**src/rtl/dispatch_ctrl_pkg.sv**
```systemverilog
// Shared ROB sizing, wrap-flag pointer type and pointer arithmetic helpers.
// Latency: n/a (types and pure functions only).
// Backpressure: n/a.
package dispatch_ctrl_pkg;

    localparam int ROB_SIZE     = 64;
    localparam int ROB_SIZE_LOG = 6;

    // ROB pointer: the wrap flag sits above the index, so plain binary
    // arithmetic on the packed value is already modulo 2*ROB_SIZE.
    typedef struct packed {
        logic                    flag;
        logic [ROB_SIZE_LOG-1:0] idx;
    } robptr_t;

    // Occupancy needs one extra bit to represent a completely full ROB.
    typedef logic [ROB_SIZE_LOG:0] rob_cnt_t;

    // Advance a pointer by 0..3 entries.
    function automatic robptr_t ptr_inc(input robptr_t p, input logic [1:0] n);
        logic [ROB_SIZE_LOG:0] sum;
        sum = p + {{(ROB_SIZE_LOG-1){1'b0}}, n};
        return robptr_t'(sum);
    endfunction

    // Entries from b up to (not including) a; equal index with differing
    // flags yields ROB_SIZE.
    function automatic rob_cnt_t ptr_dist(input robptr_t a, input robptr_t b);
        logic [ROB_SIZE_LOG:0] diff;
        diff = a - b;
        return rob_cnt_t'(diff);
    endfunction

endpackage

```
**src/rtl/dispatch_ctrl_if.sv**
```systemverilog
// Dispatch-stage handshake bundle between rename/ROB side and the controller.
// Latency: n/a (wires only).
// Backpressure: ready signals flow back from the controller to rename.
interface dispatch_ctrl_if
    import dispatch_ctrl_pkg::*;
();

    logic                    instr0_valid;
    logic                    instr1_valid;
    logic                    instr0_ready;
    logic                    instr1_ready;
    logic                    iq0_ready;
    logic                    iq1_ready;
    logic                    to_issue_instr0_valid;
    logic                    to_issue_instr1_valid;
    logic                    to_issue_instr0_robidx_flag;
    logic [ROB_SIZE_LOG-1:0] to_issue_instr0_robidx;
    logic                    to_issue_instr1_robidx_flag;
    logic [ROB_SIZE_LOG-1:0] to_issue_instr1_robidx;
    logic [1:0]              commit_cnt;
    logic                    flush_valid;
    logic                    flush_robidx_flag;
    logic [ROB_SIZE_LOG-1:0] flush_robidx;
    logic [ROB_SIZE_LOG:0]   counter;
    logic                    enq_robidx_flag;
    logic [ROB_SIZE_LOG-1:0] enq_robidx;

    // Environment view: rename, issue queues, commit and redirect logic.
    modport master (
        output instr0_valid, instr1_valid, iq0_ready, iq1_ready,
               commit_cnt, flush_valid, flush_robidx_flag, flush_robidx,
        input  instr0_ready, instr1_ready,
               to_issue_instr0_valid, to_issue_instr1_valid,
               to_issue_instr0_robidx_flag, to_issue_instr0_robidx,
               to_issue_instr1_robidx_flag, to_issue_instr1_robidx,
               counter, enq_robidx_flag, enq_robidx
    );

    // Controller view.
    modport slave (
        input  instr0_valid, instr1_valid, iq0_ready, iq1_ready,
               commit_cnt, flush_valid, flush_robidx_flag, flush_robidx,
        output instr0_ready, instr1_ready,
               to_issue_instr0_valid, to_issue_instr1_valid,
               to_issue_instr0_robidx_flag, to_issue_instr0_robidx,
               to_issue_instr1_robidx_flag, to_issue_instr1_robidx,
               counter, enq_robidx_flag, enq_robidx
    );

endinterface

```
**src/rtl/dispatch_ctrl_rob_ptr_reg.sv**
```systemverilog
// Wrap-flag ROB pointer register with increment (0..3) and parallel load.
// Latency: 1 cycle from inc/load to ptr.
// Backpressure: none; load takes priority over increment.
module dispatch_ctrl_rob_ptr_reg
    import dispatch_ctrl_pkg::*;
(
    input  logic       clock,
    input  logic       reset_n,
    input  logic [1:0] inc,
    input  logic       load,
    input  robptr_t    load_val,
    output robptr_t    ptr
);

    // Pointer state: clear on reset, load on redirect, else advance.
    always_ff @(posedge clock or negedge reset_n) begin
        if (!reset_n) begin
            ptr <= '0;
        end else if (load) begin
            ptr <= load_val;
        end else begin
            ptr <= ptr_inc(ptr, inc);
        end
    end

endmodule

```
**src/rtl/dispatch_ctrl.sv**
```systemverilog
// Two-wide in-order dispatch sequencer owning ROB enq/deq pointers and occupancy.
// Latency: dispatch handshake and robidx are combinational; pointers/counter update next cycle.
// Backpressure: slot0 stalls on issue-queue, ROB full or flush; slot1 also needs slot0 and 2 free entries. Optional DISPATCH_PERF_EN adds stall counters.
module dispatch_ctrl
    import dispatch_ctrl_pkg::*;
(
    input  logic           clock,
    input  logic           reset_n,
    dispatch_ctrl_if.slave dif
`ifdef DISPATCH_PERF_EN
    ,
    output logic [31:0]    perf_rob_full_stall,
    output logic [31:0]    perf_iq_stall
`endif
);

    robptr_t  enq_ptr;
    robptr_t  deq_ptr;
    robptr_t  deq_ptr_nxt;
    robptr_t  flush_ptr;
    robptr_t  slot1_ptr;
    rob_cnt_t counter_q;
    rob_cnt_t counter_nxt;
    rob_cnt_t free;
    logic     rdy0;
    logic     rdy1;
    logic     fire0;
    logic     fire1;
    logic [1:0] n_disp;

    assign flush_ptr = '{flag: dif.flush_robidx_flag, idx: dif.flush_robidx};

    // Free space is taken from the start-of-cycle count, so a commit in the
    // same cycle never opens room for a dispatch.
    assign free = rob_cnt_t'(ROB_SIZE) - counter_q;

    // Ready terms include reset_n so every output reads 0 while in reset.
    assign rdy0  = reset_n & dif.iq0_ready & (free != '0) & ~dif.flush_valid;
    assign rdy1  = rdy0 & dif.instr0_valid & dif.iq1_ready & (free >= rob_cnt_t'(2));
    assign fire0 = dif.instr0_valid & rdy0;
    assign fire1 = dif.instr1_valid & rdy1;
    assign n_disp = {1'b0, fire0} + {1'b0, fire1};

    // Commits retire regardless of a redirect; the flush distance is then
    // measured from the post-commit dequeue pointer.
    assign deq_ptr_nxt = ptr_inc(deq_ptr, dif.commit_cnt);
    assign slot1_ptr   = ptr_inc(enq_ptr, 2'd1);

    dispatch_ctrl_rob_ptr_reg u_enq_ptr (
        .clock    (clock),
        .reset_n  (reset_n),
        .inc      (n_disp),
        .load     (dif.flush_valid),
        .load_val (flush_ptr),
        .ptr      (enq_ptr)
    );

    dispatch_ctrl_rob_ptr_reg u_deq_ptr (
        .clock    (clock),
        .reset_n  (reset_n),
        .inc      (dif.commit_cnt),
        .load     (1'b0),
        .load_val ('0),
        .ptr      (deq_ptr)
    );

    // Next occupancy: rebuilt from pointers on flush, else dispatch minus commit.
    always_comb begin
        counter_nxt = counter_q;
        if (dif.flush_valid) begin
            counter_nxt = ptr_dist(flush_ptr, deq_ptr_nxt);
        end else begin
            counter_nxt = counter_q + rob_cnt_t'(n_disp) - rob_cnt_t'(dif.commit_cnt);
        end
    end

    // Occupancy register.
    always_ff @(posedge clock or negedge reset_n) begin
        if (!reset_n) begin
            counter_q <= '0;
        end else begin
            counter_q <= counter_nxt;
        end
    end

    assign dif.instr0_ready                = rdy0;
    assign dif.instr1_ready                = rdy1;
    assign dif.to_issue_instr0_valid       = fire0;
    assign dif.to_issue_instr1_valid       = fire1;
    assign dif.to_issue_instr0_robidx_flag = reset_n & enq_ptr.flag;
    assign dif.to_issue_instr0_robidx      = reset_n ? enq_ptr.idx : '0;
    assign dif.to_issue_instr1_robidx_flag = reset_n & slot1_ptr.flag;
    assign dif.to_issue_instr1_robidx      = reset_n ? slot1_ptr.idx : '0;
    assign dif.counter                     = counter_q;
    assign dif.enq_robidx_flag             = enq_ptr.flag;
    assign dif.enq_robidx                  = enq_ptr.idx;

`ifdef DISPATCH_PERF_EN
    // Saturating stall counters for ROB-full and issue-queue backpressure.
    always_ff @(posedge clock or negedge reset_n) begin
        if (!reset_n) begin
            perf_rob_full_stall <= '0;
            perf_iq_stall       <= '0;
        end else begin
            if (dif.instr0_valid && (free == '0) && (perf_rob_full_stall != '1)) begin
                perf_rob_full_stall <= perf_rob_full_stall + 32'd1;
            end
            if (dif.instr0_valid && !dif.iq0_ready && (perf_iq_stall != '1)) begin
                perf_iq_stall <= perf_iq_stall + 32'd1;
            end
        end
    end
`endif

    // Protocol checks on the environment; these only fire on illegal stimulus.
    a_slot_order : assert property (@(posedge clock) disable iff (!reset_n)
        dif.instr1_valid |-> dif.instr0_valid);
    a_commit_max : assert property (@(posedge clock) disable iff (!reset_n)
        dif.commit_cnt != 2'd3);
    a_commit_occ : assert property (@(posedge clock) disable iff (!reset_n)
        rob_cnt_t'(dif.commit_cnt) <= counter_q);
    a_flush_rng  : assert property (@(posedge clock) disable iff (!reset_n)
        dif.flush_valid |-> (ptr_dist(flush_ptr, deq_ptr) <= counter_q));

endmodule

```
**src/flat_wrapper.sv**
```systemverilog
// flat-port wrapper written by rule: the top's interface ports become plain ports
module dispatch_ctrl_flat import dispatch_ctrl_pkg::*;
  (clock, reset_n, dif_instr0_valid, dif_instr1_valid, dif_iq0_ready, dif_iq1_ready, dif_commit_cnt, dif_flush_valid, dif_flush_robidx_flag, dif_flush_robidx, dif_instr0_ready, dif_instr1_ready, dif_to_issue_instr0_valid, dif_to_issue_instr1_valid, dif_to_issue_instr0_robidx_flag, dif_to_issue_instr0_robidx, dif_to_issue_instr1_robidx_flag, dif_to_issue_instr1_robidx, dif_counter, dif_enq_robidx_flag, dif_enq_robidx);
  dispatch_ctrl_if dif_i ();
  input  logic clock;
  input  logic reset_n;
  input wire logic [$bits(dif_i.instr0_valid)-1:0] dif_instr0_valid;
  input wire logic [$bits(dif_i.instr1_valid)-1:0] dif_instr1_valid;
  input wire logic [$bits(dif_i.iq0_ready)-1:0] dif_iq0_ready;
  input wire logic [$bits(dif_i.iq1_ready)-1:0] dif_iq1_ready;
  input wire logic [$bits(dif_i.commit_cnt)-1:0] dif_commit_cnt;
  input wire logic [$bits(dif_i.flush_valid)-1:0] dif_flush_valid;
  input wire logic [$bits(dif_i.flush_robidx_flag)-1:0] dif_flush_robidx_flag;
  input wire logic [$bits(dif_i.flush_robidx)-1:0] dif_flush_robidx;
  output wire logic [$bits(dif_i.instr0_ready)-1:0] dif_instr0_ready;
  output wire logic [$bits(dif_i.instr1_ready)-1:0] dif_instr1_ready;
  output wire logic [$bits(dif_i.to_issue_instr0_valid)-1:0] dif_to_issue_instr0_valid;
  output wire logic [$bits(dif_i.to_issue_instr1_valid)-1:0] dif_to_issue_instr1_valid;
  output wire logic [$bits(dif_i.to_issue_instr0_robidx_flag)-1:0] dif_to_issue_instr0_robidx_flag;
  output wire logic [$bits(dif_i.to_issue_instr0_robidx)-1:0] dif_to_issue_instr0_robidx;
  output wire logic [$bits(dif_i.to_issue_instr1_robidx_flag)-1:0] dif_to_issue_instr1_robidx_flag;
  output wire logic [$bits(dif_i.to_issue_instr1_robidx)-1:0] dif_to_issue_instr1_robidx;
  output wire logic [$bits(dif_i.counter)-1:0] dif_counter;
  output wire logic [$bits(dif_i.enq_robidx_flag)-1:0] dif_enq_robidx_flag;
  output wire logic [$bits(dif_i.enq_robidx)-1:0] dif_enq_robidx;
  assign dif_i.instr0_valid = dif_instr0_valid;
  assign dif_i.instr1_valid = dif_instr1_valid;
  assign dif_i.iq0_ready = dif_iq0_ready;
  assign dif_i.iq1_ready = dif_iq1_ready;
  assign dif_i.commit_cnt = dif_commit_cnt;
  assign dif_i.flush_valid = dif_flush_valid;
  assign dif_i.flush_robidx_flag = dif_flush_robidx_flag;
  assign dif_i.flush_robidx = dif_flush_robidx;
  assign dif_instr0_ready = dif_i.instr0_ready;
  assign dif_instr1_ready = dif_i.instr1_ready;
  assign dif_to_issue_instr0_valid = dif_i.to_issue_instr0_valid;
  assign dif_to_issue_instr1_valid = dif_i.to_issue_instr1_valid;
  assign dif_to_issue_instr0_robidx_flag = dif_i.to_issue_instr0_robidx_flag;
  assign dif_to_issue_instr0_robidx = dif_i.to_issue_instr0_robidx;
  assign dif_to_issue_instr1_robidx_flag = dif_i.to_issue_instr1_robidx_flag;
  assign dif_to_issue_instr1_robidx = dif_i.to_issue_instr1_robidx;
  assign dif_counter = dif_i.counter;
  assign dif_enq_robidx_flag = dif_i.enq_robidx_flag;
  assign dif_enq_robidx = dif_i.enq_robidx;
  dispatch_ctrl u_core (.clock(clock), .reset_n(reset_n), .dif(dif_i));
endmodule
```
**config.mk**
```make
export PLATFORM = sky130hd
export DESIGN_NAME = dispatch_ctrl_flat
export DESIGN_NICKNAME = d
export VERILOG_FILES = /design/src/rtl/dispatch_ctrl_pkg.sv /design/src/rtl/dispatch_ctrl_if.sv /design/src/rtl/dispatch_ctrl_rob_ptr_reg.sv /design/src/rtl/dispatch_ctrl.sv /design/src/flat_wrapper.sv
export SDC_FILE = /design/constraint.sdc
export NUM_CORES = 1
export LEC_CHECK = 0
export ABC_AREA = 1
export CORE_ASPECT_RATIO = 1.2
export CORE_UTILIZATION = 43
export CTS_CLUSTER_DIAMETER = 50
export DETAILED_ROUTE_END_ITERATION = 10
export HOLD_SLACK_MARGIN = 0.03
export PLACE_DENSITY = 0.71
export SYNTH_ARGS = -nofsm -noshare
export SYNTH_HDL_FRONTEND = slang
export SYNTH_SLANG_ARGS = --single-unit
```
**constraint.sdc**
```tcl
create_clock -name clock -period 5.8 [get_ports clock]
set_input_delay 1.16 -clock clock [delete_from_list [all_inputs] [get_ports clock]]
set_output_delay 1.16 -clock clock [all_outputs]
set_load 0.05 [all_outputs]
```
==> metrics.md, run 1 <==
| Metric | Value |
|---|---|
| Status | `complete, no violations` |
| Post-synthesis compound-gate area fraction | `9.86%` |
| Skew-Pair Late Insertion Delay | `around 0.26 ns` |
| Critical path class | `primary input to output port` |
| Antenna viol nets, final | `0` |
| LEAKAGE | `~0.0013 uW` |
| CTS H-tree lvls | `1` |
| Most frequent cells in the layout | `75 x nand2_1, 49 x inv_1, 47 x clkdlybuf4s50_1` |
| RSZ-0062 raised after global routing | `false` |
| Setup violators final | `0` |
| Post-Synth Simple-Gate Area | `27.8%` |
| Post-CTS Setup Inserts | `0` |
| Final hold viol count | `0` |
| Largest family of logic cells by synthesized area | `simple AND/OR/NAND/NOR gates` |
| Drt drc | `0` |
| Post-Synthesis Cells | `about 280` |
| Slew HR | `66.2%` |
| Fmax | `0.217 GHz` |
| Async set-or-reset flop fraction in the synthesized netlist | `100%` |
| Critical path capture point type | `output port` |
| Number of fill cells in the layout | `420` |
| Largest net degree at the start of global routing | `33` |
| Row Count | `26` |
| Worst ir drop on vdd | `~300 uV` |
| Min-Delay Path Class | `flip-flop to flip-flop` |
| Max-slew violations | `0` |
| EDFF count, synth | `0` |
| First-pass DRT Iterations | `4` |
| Post-CTS sizing | `0` |
| First-pass GRT wire length | `7.65 mm` |
| CTS tree | `built` |
| Main synth FF type | `dfrtp_1` |
| Total GRT Usage | `about a fifth` |
| Vias in the first global route | `about 1700` |
| Hpwl dp | `3.62 mm` |
| Hold_buf cts | `0` |
| # nets final | `372` |
| Final Instance Area | `around 2500 sq um` |
| CP arrival | `3.46 ns` |
| Skew final | `between 0.0015 and 0.002 ns` |
| CTS Root Cell | `clkbuf_8` |
| Initial antenna violation count | `0` |
| Minimum clock period | `4.62 ns` |
| Avg Inst Size Synth | `6.99 sq um` |
| Synthesis-stage register bit count | `21` |
| Post-Syn Area | `roughly 1900 sq um` |
| 1st-iter DRT viols | `115` |
| Diode count | `0` |
| Core Region | `4290 sq um` |
| Max cap viols | `0` |
| Slew at the pin with the worst max-slew slack | `0.506 ns` |
| Crit path cell chain | `clkdlybuf4s50_1, inv_1, nand3_1, inv_1, nand3_1, nor3_1, clkdlybuf4s50_1` |
| Setup TNS | `0 ns` |
| IO buf count | `47` |
| Syn Nets | `321` |
| Post-synthesis adder-cell area fraction | `between 10% and 20%` |
| Vias per Instance | `slightly below 5` |
| Crit path required time | `4.64 ns` |
| Die X | `around 63 microns` |
| CP max-delay cell | `clkdlybuf4s50_1` |
| GR Overflow Total | `0` |
| Routed length per instance | `11.4 microns` |
| Placement Cell Area | `between 2000 and 2500 sq um` |
| Placer Congestion | `0.856` |
| Unique masters post-synth | `22` |
| Worst-path maximum fanout | `13` |
| Wirelength, routed | `4.36 mm` |
| Die H | `75.4 microns` |
| # IOs | `48` |
| Die Footprint | `between 4000 and 5000 sq um` |
| Initial core utilization | `44.9%` |
| Ys Warns | `0` |
| Commonest non-fill, non-tap cell in the layout | `nand2_1` |
| Clk slew on worst S/H paths | `0.07 ns` |
| Layout area overhead | `30.5%` |
| Mux contribution to synthesized area | `0%` |
| Worst Setup Start Kind | `primary input` |
| CTS max path bufs | `2` |
| Total CTS buffers | `3` |
| Pwr Density | `approximately 480 nW/um^2` |
| Share of layout cells above drive strength 1 | `2.45%` |
| Final period util | `79.6%` |
| Register area share after synthesis | `27.2%` |
| Xor and xnor area share after synthesis | `4.99%` |
| DR vias | `roughly 1800` |
| Clock sink count | `21` |
| Slowest cell delay on critical path | `a little under 0.9 ns` |
| Worst slack, placed | `1.19 ns` |
| Setup ws final | `1.18 ns` |
## flip-flops by register name, indices dropped and copies added (netlist names)
| name | cells |
|---|---|
| u_core.u_deq_ptr.ptr | 7 |
| u_core.u_enq_ptr.ptr | 7 |
| u_core.dif.counter | 7 |
## through the flow
stage / cells / power, uW / util (%) / hold slack (ns)
floorplan: 276 / 900 / - / 0.467
global placement: 378 / 1100 / 57.6 / 0.488
detailed placement: 378 / 1120 / 57.6 / 0.492
CTS: 382 / 1220 / 58.6 / 0.507
global route: 382 / 1340 / 58.6 / 0.536
finish: 382 / 1210 / 58.6 / 0.503
## layout make-up
type / count / area [sq um] / area share, %
clock buffer: 4 / 45.0 / 1.79
inverter: 49 / 184 / 7.31
multi-input combinational: 203 / 1210 / 48.0
sequential: 21 / 526 / 20.9
tap: 56 / 70.1 / 2.78
timing repair buffer: 49 / 485 / 19.3
## critical path: cells and delay by family
kind,cells,cell delay [ns]
buf+inv,4,1.76
simple gates,3,0.52
## cells by family after synthesis
logic type	count (synthesis)
buf+inv	52
flops	21
simple gates	128
fa+ha+maj	29
compound gates	35
xor+xnor	11
## final timing paths
path / from / endpoint / slack, ns / depth (start not counted)
min reg2reg: u_core.u_deq_ptr.ptr[0] / u_core.u_deq_ptr.ptr[0] / 0.50 / 1
max: dif_flush_valid / dif_to_issue_instr1_valid / 1.18 / 7
min: u_core.u_deq_ptr.ptr[0] / u_core.u_deq_ptr.ptr[0] / 0.50 / 1
max in group asynchronous: reset_n / u_core.dif.counter[4] / 4.16 / 2
max reg2reg: u_core.dif.counter[4] / u_core.dif.counter[3] / 2.46 / 18
min in group asynchronous: reset_n / u_core.u_enq_ptr.ptr[6] / 1.37 / 2
## report_power, final
| group | switching [uW] | total (uW) | internal [uW] | leakage, uW |
|---|---|---|---|---|
| sequential | 56.0 | 260 | 204 | 0.000251 |
| combinational | 529 | 857 | 327 | 0.00107 |
| clock | 45.9 | 94.8 | 48.9 | 0.0000228 |
## layer usage
metal	GRT usage [%]	up-vias	wire (microns)
li1	-	983	-
met1	25.8	816	2040
met2	36.9	39	2180
met3	1.95	2	125
met4	5.17	0	21
met5	0	-	0
## synth_stat cells, drive strengths merged, types with 2 or more instances
library cell | n | area (sq um)
ha | 26 | 325
nand2 | 75 | 282
clkbuf | 2 | 7.51
nor3 | 5 | 25.0
dfrtp | 21 | 526
nand4 | 5 | 31.3
nand3 | 19 | 95.1
o22ai | 2 | 12.5
a31oi | 3 | 18.8
inv | 49 | 184
fa | 3 | 60.1
o21ai | 13 | 65.1
nor2 | 20 | 75.1
xnor2 | 4 | 35.0
or2 | 2 | 12.5
nand3b | 2 | 15.0
a21oi | 15 | 78.8
xor2 | 7 | 61.3
(Power assumes the default switching activity.)
==> run 2: changes to the inputs <==
==> constraint.sdc (replaced) <==
create_clock -name clock -period 4.4 [get_ports clock]
set_input_delay 0.88 -clock clock [delete_from_list [all_inputs] [get_ports clock]]
set_output_delay 0.88 -clock clock [all_outputs]
set_load 0.05 [all_outputs]
==> metrics.md, run 2 (synthesized netlist as in run 1, its figures left out) <==
| Metric | Value |
|---|---|
| CTS Root Cell | `clkbuf_8` |
| Crit path cell chain | `clkdlybuf4s50_1, buf_4, nand2_1, inv_1, clkdlybuf4s50_1` |
| Minimum clock period | `3.62 ns` |
| First-pass DRT Iterations | `4 (unchanged)` |
| Pwr Density | `627 nW/um^2 (+30%)` |
| Routed length per instance | `11.6 microns (+1.2%)` |
| Sequential share of power | `21.7% (+0.2 points)` |
| Wirelength, routed | `4.43 mm (+1.5%)` |
| # IOs | `48 (unchanged)` |
| Total GRT Usage | `20.1% (-0.11 points)` |
| Row Count | `26 (unchanged)` |
| Clock sink count | `21 (unchanged)` |
| Worst Setup Start Kind | `primary input` |
| Setup ws final | `0.776 ns (-0.407 ns)` |
| Die H | `75.4 microns (unchanged)` |
| Layout area overhead | `32.0%` |
| CTS H-tree lvls | `1 (unchanged)` |
| Fmax | `0.276 GHz` |
| CTS max path bufs | `2 (unchanged)` |
| Vias in the first global route | `1768 (+4.1%)` |
| LEAKAGE | `0.00139 uW (+2.9%)` |
| CP max-delay cell | `clkdlybuf4s50_1` |
| Final period util | `82.4%` |
| Critical path class | `primary input to output port` |
| Setup TNS | `0 ns (unchanged)` |
| Clk slew on worst S/H paths | `0.08 ns (about the same)` |
| Skew final | `0.00373 ns (+0.00203 ns)` |
| IO buf count | `47 (unchanged)` |
| Antenna viol nets, final | `0 (unchanged)` |
| Worst slack, placed | `0.662 ns (-0.529 ns)` |
| Die X | `63.1 microns (unchanged)` |
| Diode count | `0 (unchanged)` |
| Skew-Pair Late Insertion Delay | `0.27 ns (about the same)` |
| Setup violators final | `0 (unchanged)` |
| Initial antenna violation count | `0 (unchanged)` |
| Most frequent CP cell | `clkdlybuf4s50_1` |
| Clk network pwr share | `8.1% (+0.3 points)` |
| DR vias | `1870 (+1.6%)` |
| First-pass GRT wire length | `7.60 mm (-0.64%)` |
| Commonest non-fill, non-tap cell in the layout | `nand2_1` |
| 1st-iter DRT viols | `77 (-33%)` |
| Total CTS buffers | `3 (unchanged)` |
| Most frequent cells in the layout | `75 x nand2_1, 49 x inv_1, 34 x clkdlybuf4s50_1` |
| Drt drc | `0 (unchanged)` |
| Worst-path maximum fanout | `32 (+19)` |
| Hpwl dp | `3.60 mm (-0.58%)` |
| Status | `complete, no violations` |
| Post-CTS sizing | `0 (unchanged)` |
| Die Footprint | `4760 sq um (unchanged)` |
| Worst ir drop on vdd | `401 uV (+33%)` |
| Final hold viol count | `0 (unchanged)` |
| RSZ-0062 raised after global routing | `false` |
| Max-slew violations | `0 (unchanged)` |
| Crit path required time | `3.52 ns (-1.12 ns)` |
| Pint | `762 uW (+31%)` |
| Hold_buf cts | `0 (unchanged)` |
| Max cap viols | `0 (unchanged)` |
| PnR Total Power | `1600 uW (+32%)` |
| Placer Congestion | `0.918 (+7.2%)` |
| Critical path capture point type | `output port` |
| # nets final | `373 (+0.27%)` |
| GR Overflow Total | `0 (unchanged)` |
| Core Region | `4290 sq um (unchanged)` |
| Initial core utilization | `44.9% (unchanged)` |
| Post-CTS Setup Inserts | `0 (unchanged)` |
| Hold WS | `0.500 ns (-0.00257 ns)` |
| Combinational fraction of design power | `70.2% (-0.5 points)` |
| Slew HR | `66.3% (+0.15 points)` |
| Largest net degree at the start of global routing | `33 (unchanged)` |
| Sw Share | `52.3% (+0.22 points)` |
| Vias per Instance | `4.88 (+1.4%)` |
| Share of layout cells above drive strength 1 | `7.03% (+4.6 points)` |
| Slew at the pin with the worst max-slew slack | `0.504 ns (-0.00217 ns)` |
| Final design utilization | `59.3% (+0.70 points)` |
| CP arrival | `2.74 ns (-0.72 ns)` |
| Slowest cell delay on critical path | `0.79 ns (-0.08 ns)` |
| Min-Delay Path Class | `flip-flop to flip-flop` |
| CTS tree | `built` |
| Psw | `836 uW (+32%)` |
## run 2: power groups by stage
| stage | combinational, uW | clock, uW | sequential [uW] |
|---|---|---|---|
| 2_1_floorplan | 719 | 0 | 468 |
| 3_3_place_gp | 1100 | 0 | 348 |
| 6_report | 1120 | 130 | 346 |
| 5_1_grt | 1270 | 140 | 358 |
| 4_1_cts | 1130 | 133 | 346 |
| 3_5_place_dp | 1120 | 0 | 350 |
## run 2: worst paths after layout
check | from | to | slack, ns | depth (start not counted)
worst max-delay path | reset_n | dif_to_issue_instr0_robidx[3] | 0.78 | 5
worst min-delay path | u_core.u_deq_ptr.ptr[0] | u_core.u_deq_ptr.ptr[0] | 0.50 | 1
worst max register to register | u_core.dif.counter[0] | u_core.dif.counter[4] | 1.09 | 17
worst min register to register | u_core.u_deq_ptr.ptr[0] | u_core.u_deq_ptr.ptr[0] | 0.50 | 1
max in group asynchronous | reset_n | u_core.u_enq_ptr.ptr[6] | 3.02 | 2
min in group asynchronous | reset_n | u_core.u_enq_ptr.ptr[4] | 1.10 | 2
## run 2: per-stage QoR
stage	instance area, sq um	cells
floorplan	1930	276
global placement	2500	379
detailed placement	2500	379
CTS	2550	383
global route	2550	383
finish	2550	383
## run 2: layout make-up
class	instances	area, sq um
Inverter	49	184
Sequential cell	21	526
Clock buffer	4	45.0
Multi-Input combinational cell	203	1210
Fill cell	431	1750
Timing Repair Buffer	50	510
Tap cell	56	70.1
## run 2: per-layer routing
layer  wire [microns]  track usage (%)  up-vias
met5                0                0        -
met4               68             6.72        0
met3              128             1.35        7
met2             2210             38.2       44
met1             2020             24.3      842
li1                 -                -      977
## run 2: critical path, delay by kind of cell
| kind | cells | cell delay [ns] |
|---|---|---|
| buffers and inverters | 4 | 1.77 |
| and+or+nand+nor | 1 | 0.08 |
==> run 3: changes to the inputs <==
==> constraint.sdc (replaced) <==
create_clock -name clock -period 3.4 [get_ports clock]
set_input_delay 0.68 -clock clock [delete_from_list [all_inputs] [get_ports clock]]
set_output_delay 0.68 -clock clock [all_outputs]
set_load 0.05 [all_outputs]
==> metrics.md, run 3 (synthesized netlist as in run 1, its figures left out) <==
| Metric | Value |
|---|---|
| First-pass DRT Iterations | `4 (unchanged)` |
| IO buf count | `47 (unchanged)` |
| Final design utilization | `65.7% (+6.4 points)` |
| CP max-delay cell | `clkdlybuf4s50_1` |
| Clk network pwr share | `7.5% (-0.6 points)` |
| Post-CTS Setup Inserts | `0 (unchanged)` |
| Min-Delay Path Class | `flip-flop to flip-flop` |
| Worst hold stages | `1 (unchanged)` |
| Layout area overhead | `46.3%` |
| GR Overflow Total | `0 (unchanged)` |
| Routed length per instance | `12.3 microns (+6.3%)` |
| Register Area | `533 sq um (+1.4%)` |
| Status | `complete, no violations` |
| Most frequent CP cell | `ha_2` |
| Wirelength, routed | `4.74 mm (+7.1%)` |
| Commonest non-fill, non-tap cell in the layout | `nand2_1` |
| Initial antenna violation count | `0 (unchanged)` |
| Clk slew on worst S/H paths | `0.08 ns (about the same)` |
| R2r startpoint | `u_core.dif.counter[0]` |
| Hold WS | `0.508 ns (+0.00758 ns)` |
| Psw | `1140 uW (+37%)` |
| Worst Setup Start Kind | `primary input` |
| Die H | `75.4 microns (unchanged)` |
| CTS H-tree lvls | `1 (unchanged)` |
| Hpwl dp | `3.83 mm (+6.3%)` |
| CTS max path bufs | `2 (unchanged)` |
| CP Launch Point | `reset_n` |
| Max-slew violations | `0 (unchanged)` |
| Critical path class | `primary input to flip-flop` |
| Crit path required time | `3.54 ns (+0.02 ns)` |
| Row Count | `26 (unchanged)` |
| Sw Share | `51.1% (-1.2 points)` |
| Most frequent cells in the layout | `74 x nand2_1, 43 x inv_1, 29 x clkdlybuf4s50_1` |
| Total CTS buffers | `3 (unchanged)` |
| Placement Cell Area | `2770 sq um (+11%)` |
| Core Region | `4290 sq um (unchanged)` |
| Share of layout cells above drive strength 1 | `16.4% (+9.3 points)` |
| CTS Root Cell | `clkbuf_8` |
| # nets final | `376 (+0.80%)` |
| HP Start | `u_core.u_deq_ptr.ptr[0]` |
| Sequential share of power | `20.6% (-1.1 points)` |
| Final Instance Area | `2820 sq um (+11%)` |
| Crit path cell chain | `clkdlybuf4s50_1, nand3_1, inv_1, nand3_2, nor3_4, ha_2, xnor2_1, ha_2, o21bai_1, ha_2, nand2_1, nand2_1, a31oi_1, xor2_1, o22ai_1` |
| Number of fill cells in the layout | `366 (-15%)` |
| First-pass GRT wire length | `8.40 mm (+10%)` |
| Multi-input logic area | `1290 sq um (+6.4%)` |
| LEAKAGE | `0.00145 uW (+4.3%)` |
| Total GRT Usage | `22.5% (+2.4 points)` |
| Pwr Density | `793 nW/um^2 (+26%)` |
| Slew HR | `66.2% (-0.11 points)` |
| Setup violators final | `0 (unchanged)` |
| Setup ws final | `0.214 ns (-0.562 ns)` |
| DR vias | `1898 (+1.5%)` |
| Worst slack, placed | `-0.102 ns (-0.765 ns)` |
| Fmax | `about 0.31 GHz` |
| RSZ-0062 raised after global routing | `false` |
| Antenna viol nets, final | `0 (unchanged)` |
| 1st-iter DRT viols | `70 (-9.1%)` |
| Drt drc | `0 (unchanged)` |
| Vias per Instance | `4.92 (+0.71%)` |
| Die Footprint | `4760 sq um (unchanged)` |
| Largest net degree at the start of global routing | `33 (unchanged)` |
| Worst r2r path cells | `19 (+2)` |
| Minimum clock period | `3.19 ns` |
| Max cap viols | `0 (unchanged)` |
| Diode count | `0 (unchanged)` |
| Skew final | `0.00123 ns (-0.00250 ns)` |
| Clock sink count | `21 (unchanged)` |
| Final hold viol count | `0 (unchanged)` |
| Die X | `63.1 microns (unchanged)` |
| Combinational fraction of design power | `71.9% (+1.7 points)` |
| PnR Total Power | `2240 uW (+40%)` |
| Worst-path maximum fanout | `6 (-81%)` |
| Slowest cell delay on critical path | `0.55 ns (-0.24 ns)` |
| Skew-Pair Late Insertion Delay | `0.26 ns (about the same)` |
| Slew at the pin with the worst max-slew slack | `0.506 ns (+0.00160 ns)` |
| CTS tree | `built` |
| Pint | `1090 uW (+44%)` |
| Initial core utilization | `44.9% (unchanged)` |
| Worst ir drop on vdd | `390 uV (-2.6%)` |
| # IOs | `48 (unchanged)` |
| Critical path capture point type | `flip-flop` |
| Placer Congestion | `0.835 (-9.0%)` |
| Reg2Reg Setup Slack | `0.30 ns (-0.79 ns)` |
| Vias in the first global route | `1883 (+6.5%)` |
| Final period util | `93.7%` |
| CP arrival | `3.33 ns (+0.59 ns)` |
## run 3: per-layer routing
layer	routed length, microns	vias to the layer above	global-route usage (%)
li1	-	992	-
met1	2170	873	28.2
met2	2410	29	41.8
met3	117	4	1.65
met4	44	0	6.46
met5	0	-	0
## run 3: metrics by stage
step | cells | setup TNS (ns)
finish | 386 | 0
global route | 386 | 0
CTS | 386 | 0
detailed placement | 382 | -0.189
global placement | 382 | 0
floorplan | 276 | -0.0472
## run 3: timing repair
| item | CTS | global route |
|---|---|---|
| endpoints found under the hold margin | 0 | 0 |
| hold buffers | 0 | 0 |
| setup endpoints to repair | 0 | 3 |
| gates resized for setup | 0 | 2 |
## run 3: cell type report
cell class	instances	area share (%)
Clock buffer	4	1.60
Sequential cell	21	18.9
Tap cell	56	2.48
Multi-Input combinational cell	203	45.7
Timing Repair Buffer	53	24.6
Inverter	49	6.69
## run 3: power groups by stage
stage,clock network (uW),logic (uW),registers (uW)
floorplan,0,1000,624
global placement,0,1540,460
detailed placement,0,1590,467
CTS,171,1600,461
global route,178,1820,477
finish,167,1610,462
## run 3: worst paths after layout
| kind | to |
|---|---|
| setup / recovery | u_core.dif.counter[3] |
| hold / removal | u_core.u_deq_ptr.ptr[0] |
| setup reg to reg | u_core.dif.counter[3] |
| hold reg to reg | u_core.u_deq_ptr.ptr[0] |
| max in group asynchronous | u_core.dif.counter[5] |
| min in group asynchronous | u_core.u_enq_ptr.ptr[5] |
## run 3: worst max-delay path, delay by kind of cell
| family | cells | cell delay [ns] |
|---|---|---|
| compound gates | 3 | 0.39 |
| fa+ha+maj | 3 | 0.73 |
| simple gates | 5 | 0.57 |
| xor+xnor | 2 | 0.31 |
| buf+inv | 2 | 0.64 |
